File: src/rtl/imuldiv_div_wb_stage.sv
// imuldiv_div_wb_stage
// Writeback stage behind the iterative divider. An in-order tag FIFO records
// whether each accepted request wants the quotient or the remainder, and the
// destination index. A one-entry output register presents the selected word
// on a val/rdy writeback port at one result per cycle.
// Optional macro IMULDIV_DIVWB_BYPASS_EN: when the output register is empty
// and the consumer is ready, a firing response is forwarded combinationally
// (zero latency). Without the macro the path is purely registered (1 cycle).
module imuldiv_div_wb_stage #(
    parameter int TAG_DEPTH = 2,
    parameter int DST_W     = 5
) (
    input  logic             clk,
    input  logic             reset_n,
    input  logic             tag_push,
    input  logic             tag_sel,
    input  logic [DST_W-1:0] tag_dst,
    output logic             tag_full,
    input  logic [63:0]      divresp_msg_result,
    input  logic             divresp_val,
    output logic             divresp_rdy,
    output logic             wb_val,
    input  logic             wb_rdy,
    output logic [31:0]      wb_data,
    output logic [DST_W-1:0] wb_dst,
    output logic             err
);

    localparam int PTR_W = (TAG_DEPTH > 1) ? $clog2(TAG_DEPTH) : 1;
    localparam int CNT_W = $clog2(TAG_DEPTH + 1);

    // Tag storage; contents are only meaningful between the pointers
    logic             tag_sel_mem [TAG_DEPTH];
    logic [DST_W-1:0] tag_dst_mem [TAG_DEPTH];

    logic [PTR_W-1:0] wr_ptr_q, wr_ptr_d;
    logic [PTR_W-1:0] rd_ptr_q, rd_ptr_d;
    logic [CNT_W-1:0] count_q, count_d;
    logic             tag_full_q, tag_full_d;
    logic             out_full_q, out_full_d;
    logic [31:0]      wb_data_q, wb_data_d;
    logic [DST_W-1:0] wb_dst_q, wb_dst_d;
    logic             err_q, err_d;

    logic             tag_nonempty;
    logic             resp_rdy;
    logic             resp_fire;
    logic             push_en;
    logic             wb_fire;
    logic             bypass_fire;
    logic             load_en;
    logic             head_sel;
    logic [DST_W-1:0] head_dst;
    logic [31:0]      sel_data;

    // Head-of-queue selection and handshake decode
    always_comb begin
        tag_nonempty = (count_q != '0);
        head_sel     = tag_sel_mem[rd_ptr_q];
        head_dst     = tag_dst_mem[rd_ptr_q];
        sel_data     = head_sel ? divresp_msg_result[63:32] : divresp_msg_result[31:0];
        // A tag pushed this cycle is deliberately invisible here
        resp_rdy     = tag_nonempty && (!out_full_q || wb_rdy);
        resp_fire    = divresp_val && resp_rdy;
        // Full queue may still accept a push when the head is popped
        push_en      = tag_push && (!tag_full_q || resp_fire);
        wb_fire      = out_full_q && wb_rdy;
`ifdef IMULDIV_DIVWB_BYPASS_EN
        bypass_fire  = resp_fire && !out_full_q && wb_rdy;
`else
        bypass_fire  = 1'b0;
`endif
        load_en      = resp_fire && !bypass_fire;
    end

    // Next-state for pointers, occupancy, output register and error flag
    always_comb begin
        wr_ptr_d   = wr_ptr_q;
        rd_ptr_d   = rd_ptr_q;
        count_d    = count_q;
        out_full_d = out_full_q;
        wb_data_d  = wb_data_q;
        wb_dst_d   = wb_dst_q;
        err_d      = err_q;

        if (push_en) begin
            wr_ptr_d = wr_ptr_q + PTR_W'(1);
        end
        if (resp_fire) begin
            rd_ptr_d = rd_ptr_q + PTR_W'(1);
        end
        case ({push_en, resp_fire})
            2'b10:   count_d = count_q + CNT_W'(1);
            2'b01:   count_d = count_q - CNT_W'(1);
            default: count_d = count_q;
        endcase
        tag_full_d = (count_d == CNT_W'(TAG_DEPTH));

        if (load_en) begin
            wb_data_d  = sel_data;
            wb_dst_d   = head_dst;
            out_full_d = 1'b1;
        end else if (wb_fire) begin
            out_full_d = 1'b0;
        end

        // Dropped tag or a response with no tag outstanding
        if ((tag_push && tag_full_q && !resp_fire) || (divresp_val && !tag_nonempty)) begin
            err_d = 1'b1;
        end
    end

    // Control and output state with asynchronous clear
    always_ff @(posedge clk or negedge reset_n) begin
        if (!reset_n) begin
            wr_ptr_q   <= '0;
            rd_ptr_q   <= '0;
            count_q    <= '0;
            tag_full_q <= 1'b0;
            out_full_q <= 1'b0;
            wb_data_q  <= '0;
            wb_dst_q   <= '0;
            err_q      <= 1'b0;
        end else begin
            wr_ptr_q   <= wr_ptr_d;
            rd_ptr_q   <= rd_ptr_d;
            count_q    <= count_d;
            tag_full_q <= tag_full_d;
            out_full_q <= out_full_d;
            wb_data_q  <= wb_data_d;
            wb_dst_q   <= wb_dst_d;
            err_q      <= err_d;
        end
    end

    // Tag storage write; no reset needed since the pointers gate visibility
    always_ff @(posedge clk) begin
        if (push_en) begin
            tag_sel_mem[wr_ptr_q] <= tag_sel;
            tag_dst_mem[wr_ptr_q] <= tag_dst;
        end
    end

    // Output port drive
    always_comb begin
        tag_full    = tag_full_q;
        divresp_rdy = resp_rdy;
        err         = err_q;
`ifdef IMULDIV_DIVWB_BYPASS_EN
        if (out_full_q) begin
            wb_val  = 1'b1;
            wb_data = wb_data_q;
            wb_dst  = wb_dst_q;
        end else if (wb_rdy) begin
            wb_val  = divresp_val && tag_nonempty;
            wb_data = sel_data;
            wb_dst  = head_dst;
        end else begin
            wb_val  = 1'b0;
            wb_data = wb_data_q;
            wb_dst  = wb_dst_q;
        end
`else
        wb_val      = out_full_q;
        wb_data     = wb_data_q;
        wb_dst      = wb_dst_q;
`endif
    end

endmodule

File: config.mk
export PLATFORM = sky130hd
export DESIGN_NAME = imuldiv_div_wb_stage
export DESIGN_NICKNAME = d
export VERILOG_FILES = /design/src/rtl/imuldiv_div_wb_stage.sv
export SDC_FILE = /design/constraint.sdc
export NUM_CORES = 1
export LEC_CHECK = 0
export ABC_CLOCK_PERIOD_IN_PS = 4000
export CAP_MARGIN = 20
export CORE_ASPECT_RATIO = 0.6
export CORE_MARGIN = 3
export CORE_UTILIZATION = 40
export DETAILED_ROUTE_END_ITERATION = 12
export PLACE_DENSITY = 0.85
export REMOVE_ABC_BUFFERS = 1
export SETUP_SLACK_MARGIN = 0.05
export SYNTH_ARGS = -nofsm -noshare
export SYNTH_HDL_FRONTEND = slang
export SYNTH_SLANG_ARGS = --single-unit
export TNS_END_PERCENT = 1
File: constraint.sdc
create_clock -name clk -period 4 [get_ports clk]
set_clock_uncertainty 0.2 [all_clocks]
set_input_delay 0.4 -clock clk [delete_from_list [all_inputs] [get_ports clk]]
set_output_delay 0.4 -clock clk [all_outputs]
set_load 0.005 [all_outputs]
# Yosys cells after proc, flatten, opt, wreduce, memory -nomap -nowiden
# Memory sizes are Yosys's and may differ from the RTL's. A register that Yosys moved wholly into a read port is not among the register bits.
# Cells that the tools add are included.
# W data, S select, Z words.
# totals
input_bits	75
word_cells	39
ramBits	12
ff_bits	39
output_inout_bits	41
n_memories	2
# mem_list
name	depth	word_bits	read_ports	rd_clocked_by_memory_dff	write_ports	line_no	rtl
tag_dst_mem	2	5	1	1	1	34	logic [DST_W-1:0] tag_dst_mem [TAG_DEPTH];
tag_sel_mem	2	1	1	0	1	33	logic tag_sel_mem [TAG_DEPTH];
# op_classes
reduce_logical	17
eq_ne	3
n_mux	6
addsub	4
# ops
op	count
$mux W32	1
$logic_and A1 B1 Y1	7
$logic_not A1 Y1	5
$eq A2 B2 Y1 const B	2
$mux W1	4
$pmux W2 S2	1
$reduce_bool A2 Y1	2
$logic_or A1 B1 Y1	3
$add A1 B1 Y1 const B	2
$add A2 B1 Y2 const B	1
$eq A2 B1 Y1 const B	1
$sub A2 B1 Y2 const B	1

# Logic depth before layout (Yosys ltp)
# depth
depth_word	9
ltp_mapped	10
ltp_nobuf	8

# Worst setup path before layout
# Ideal clock, no wire load.
# synth_path
path_type	input-to-reg
startpoint	input port wb_rdy
endpoint	register tag_full_q, in the netlist tag_full
required_time_ns	3.723
t_arrival_ns	2.028
setup_ns	0.077
path_stages	9
setup_slack_ns	1.695
n_path_buf	2
cell_sequence	nand2b_1 > clkbuf_1 > nand3_2 > inv_2 > buf_2 > o21ai_0 > ha_1 > or3_1 > a21oi_1
# synth_via
elab_chain_cells	8
word_cells_on_any_way	9
cone_classes	eq/ne (3); mux (1); reduce/logical (5)
# synth_rtl
item	line_no	rtl
start, declared	23	input logic wb_rdy,
$logic_or A1 B1 Y1 (*)	63	resp_rdy = tag_nonempty && (!out_full_q || wb_rdy);
$logic_and A1 B1 Y1 (*)	63	
$logic_and A1 B1 Y1 (*)	64	resp_fire = divresp_val && resp_rdy;
named net load_en	51	logic load_en;
$logic_or A1 B1 Y1	66	push_en = tag_push && (!tag_full_q || resp_fire);
$logic_and A1 B1 Y1	66	
$eq A2 B1 Y1 or $eq A2 B2 Y1 (tied branches)	92	case ({push_en, resp_fire})
$pmux W2 S2 (*)	92	
$eq A2 B2 Y1 (*)	97	tag_full_d = (count_d == CNT_W'(TAG_DEPTH));
named net tag_full_d	39	logic tag_full_q, tag_full_d;
end signal, assigned	128	tag_full_q <= tag_full_d;
end, declared	39	
# The timed path passes the listed nets; every way through them passes the cells marked *.
# A chain may end at the register's enable or synchronous reset.

# Final worst setup path
# layout_path
startpoint	input port wb_rdy
endpoint	output port divresp_rdy
# layout_via
elab_chain_cells	2
# layout_rtl
item	line_no	rtl
$logic_or A1 B1 Y1	63	
$logic_and A1 B1 Y1	63	
end, declared	21	output logic divresp_rdy,
# No other way between the ends.

==> run metrics <==
Synth Warn #=0; Cell Area, Synth=0.002560 mm^2; count of inserted antenna diode cells=0; initial core utilization=a little over two fifths; RSZ-0062 raised after global routing=false; die area=roughly 0.0074 mm^2; final setup vio count=0; Rel. slew slack=between 30 and 40%; placer's final routability congestion estimate=0.7842; post-placement cell count=roughly 360; area grow syn2layout=50.05%; Post-Synth Adder-Cell Area=less than 1%; largest net degree at the start of global routing=45; minimum clock period=approximately 2.5 ns; Final Hold Vio Count=0; leakage power=~1.5 nW; port buffer count=115; synthesized instance count=~170; clock sinks=56; CP Class=input pin to output port; Vias/cell=just under 5; pwr/cell area=approximately 640 mW/mm^2; final net count=around 360; CTS tree=done; CP arrival=roughly 1.9 ns; Final HPWL DP=about 5 mm; worst-path maximum fanout=9; status=complete, no violations; GR Util All Layers=17.18%; clk_lat worst skew=0.29 ns; proportion of synthesized area in mux cells=31.28%; Compound-Gate Fraction of Synth Area=3.763%; most common cell after layout, fill and taps aside=clkdlybuf4s50_1; post-CTS setup buffers=0; crit path launch type=input pin; critical path capture point type=output port; Row Count=21; Post-route DRC=0; WP data required=~3.4 ns; Placeable Area=0.005886 mm^2; commonest cells after routing, fill and taps aside=clkdlybuf4s50_1, mux2_2, dfrtp_1, edfxtp_1; post_cts resized=0; Tcrit/Tclk final=~62%; CTS Buf Count=5; Post-Synth Simple-Gate Area=2.933%; worst min path class=input pin to asynchronous set/reset pin; initial antenna violation count=0; share of cells above drive strength 1=between 20 and 25%; fmax=slightly above 400 MHz; vias in the first global route=about 1,900; root buffer cell=clkbuf_8; WL per Instance=17.11 um; Slew @ Worst Pin=approximately 0.96 ns; DIE WIDTH=109.3 um; setup TNS=0 ns; leading area contributor after synthesis=dfrtp_1; Vias=1,793; Worst setup startpoint=wb_rdy; Die Y=a little under 70 um; Yosys reg bits=56; register area share after synthesis=about 57%; Synth Area in XOR/XNOR=between 1 and 1.5%; drt pass-1 iters=4; drt total wl=around 6.3 mm; drt initial violations=64; Final Slew Violations=0; first-pass GRT wire length=9.646 mm; reg2reg start=rd_ptr_q; fillers=around 450; top-area cell type share of the netlist area=43.01%; Final Non-Filler Cells=approximately 370; main combinational cell family by area after synthesis=multiplexers; Hold Buf Count CTS=0; grt ovf=0; DRT antenna net count=0; IO Count=between 100 and 150; Yosys cell types=28; buffer levels on the longest clock path=2; H-tree depth=2; Max rail drop VDD=between 0.0003 and 0.0004 V; Max Cap Violations=0; Clock transition at path regs=about 0.090 ns; largest cells by area after synthesis=dfrtp_1, mux2_2, edfxtp_1; syn_area_per_cell=around 15 um^2
-- synthesized netlist by cell type, drive strengths merged --
cell / number
and3b: 1
dfrtp: 44
buf: 9
mux2i: 6
a31oi: 6
a21oi: 6
o221ai: 1
or3: 1
clkbuf: 2
inv: 2
nand2b: 3
xnor2: 3
and2: 1
nand3: 1
edfxtp: 12
ha: 1
mux2: 64
or2: 1
o21ai: 2
a221o: 1
nor2: 2
nand2: 3
-- cell type report --
type                       instances  area, um^2  area share (%)
tap                               80       100.1           2.606
clock inverter                     1       3.754         0.09772
clock buffer                       7       76.32           1.987
inverter                           2       7.507          0.1954
multi-input combinational        103        1011           26.32
timing repair buffer             117        1181           30.75
sequential                        56        1461           38.05
-- registers in the layout (all words and copies together), names as in the netlist --
register and cells:
tag_full 1, wb_dst 5, wb_val 1, tag_dst_mem 10
count_q 2, wr_ptr_q 1, err 1, tag_sel_mem 2
wb_data 32, rd_ptr_q 1
-- per-stage QoR --
| step | power [mW] | hold slack [ns] | setup WS (ns) | util (%) | instance area [um^2] |
|---|---|---|---|---|---|
| after global placement | 2.148 | 0.2758 | 1.361 | 63.44 | 3734 |
| after global routing | 2.641 | 0.1204 | 1.457 | 65.26 | 3841 |
| after detailed placement | 2.216 | 0.2814 | 1.314 | 63.90 | 3761 |
| final | 2.474 | 0.04123 | 1.519 | 65.26 | 3841 |
| after CTS | 2.510 | 0.08115 | 1.500 | 65.26 | 3841 |
| after floorplan | 1.540 | -0.09559 | 1.509 | - | 2480 |
-- worst paths after layout --
check	depth (start not counted)	slack (ns)	end
min reg2reg	1	0.30	wb_data[21]
max reg2reg	4	1.65	wb_data[26]
min	1	0.04	wb_data[9]
min in group clk	1	0.30	wb_data[21]
max in group asynchronous	1	2.96	wb_dst[2]
max	4	1.52	divresp_rdy
-- worst max-delay path, stage by stage --
cell	delay [ns]
clkdlybuf4s50_1	0.44
nand2b_1	0.30
and2_1	0.22
clkdlybuf4s50_1	0.52
-- cell families after synthesis --
| logic type | Yosys count |
|---|---|
| XOR/XNOR | 3 |
| buffers and inverters | 13 |
| AND/OR/NAND/NOR | 13 |
| AO/OA/AOI/OAI | 16 |
| adder cells (fa/ha/maj) | 1 |
| multiplexers | 70 |
| flip-flops | 56 |
-- power breakdown --
part	internal, mW	total [mW]	switching [mW]
logic	0.786	1.20	0.412
registers	0.837	0.984	0.147
clock network	0.123	0.292	0.169
total	1.75	2.47	0.728
-- metal layers --
metal	global-route usage, %	wire [um]	vias up
li1	-	-	848
met1	20.98	2633	862
met2	30.20	2905	81
met3	6.409	710	2
met4	2.333	14	0
met5	0	0	-
(Power assumes the default switching activity.)
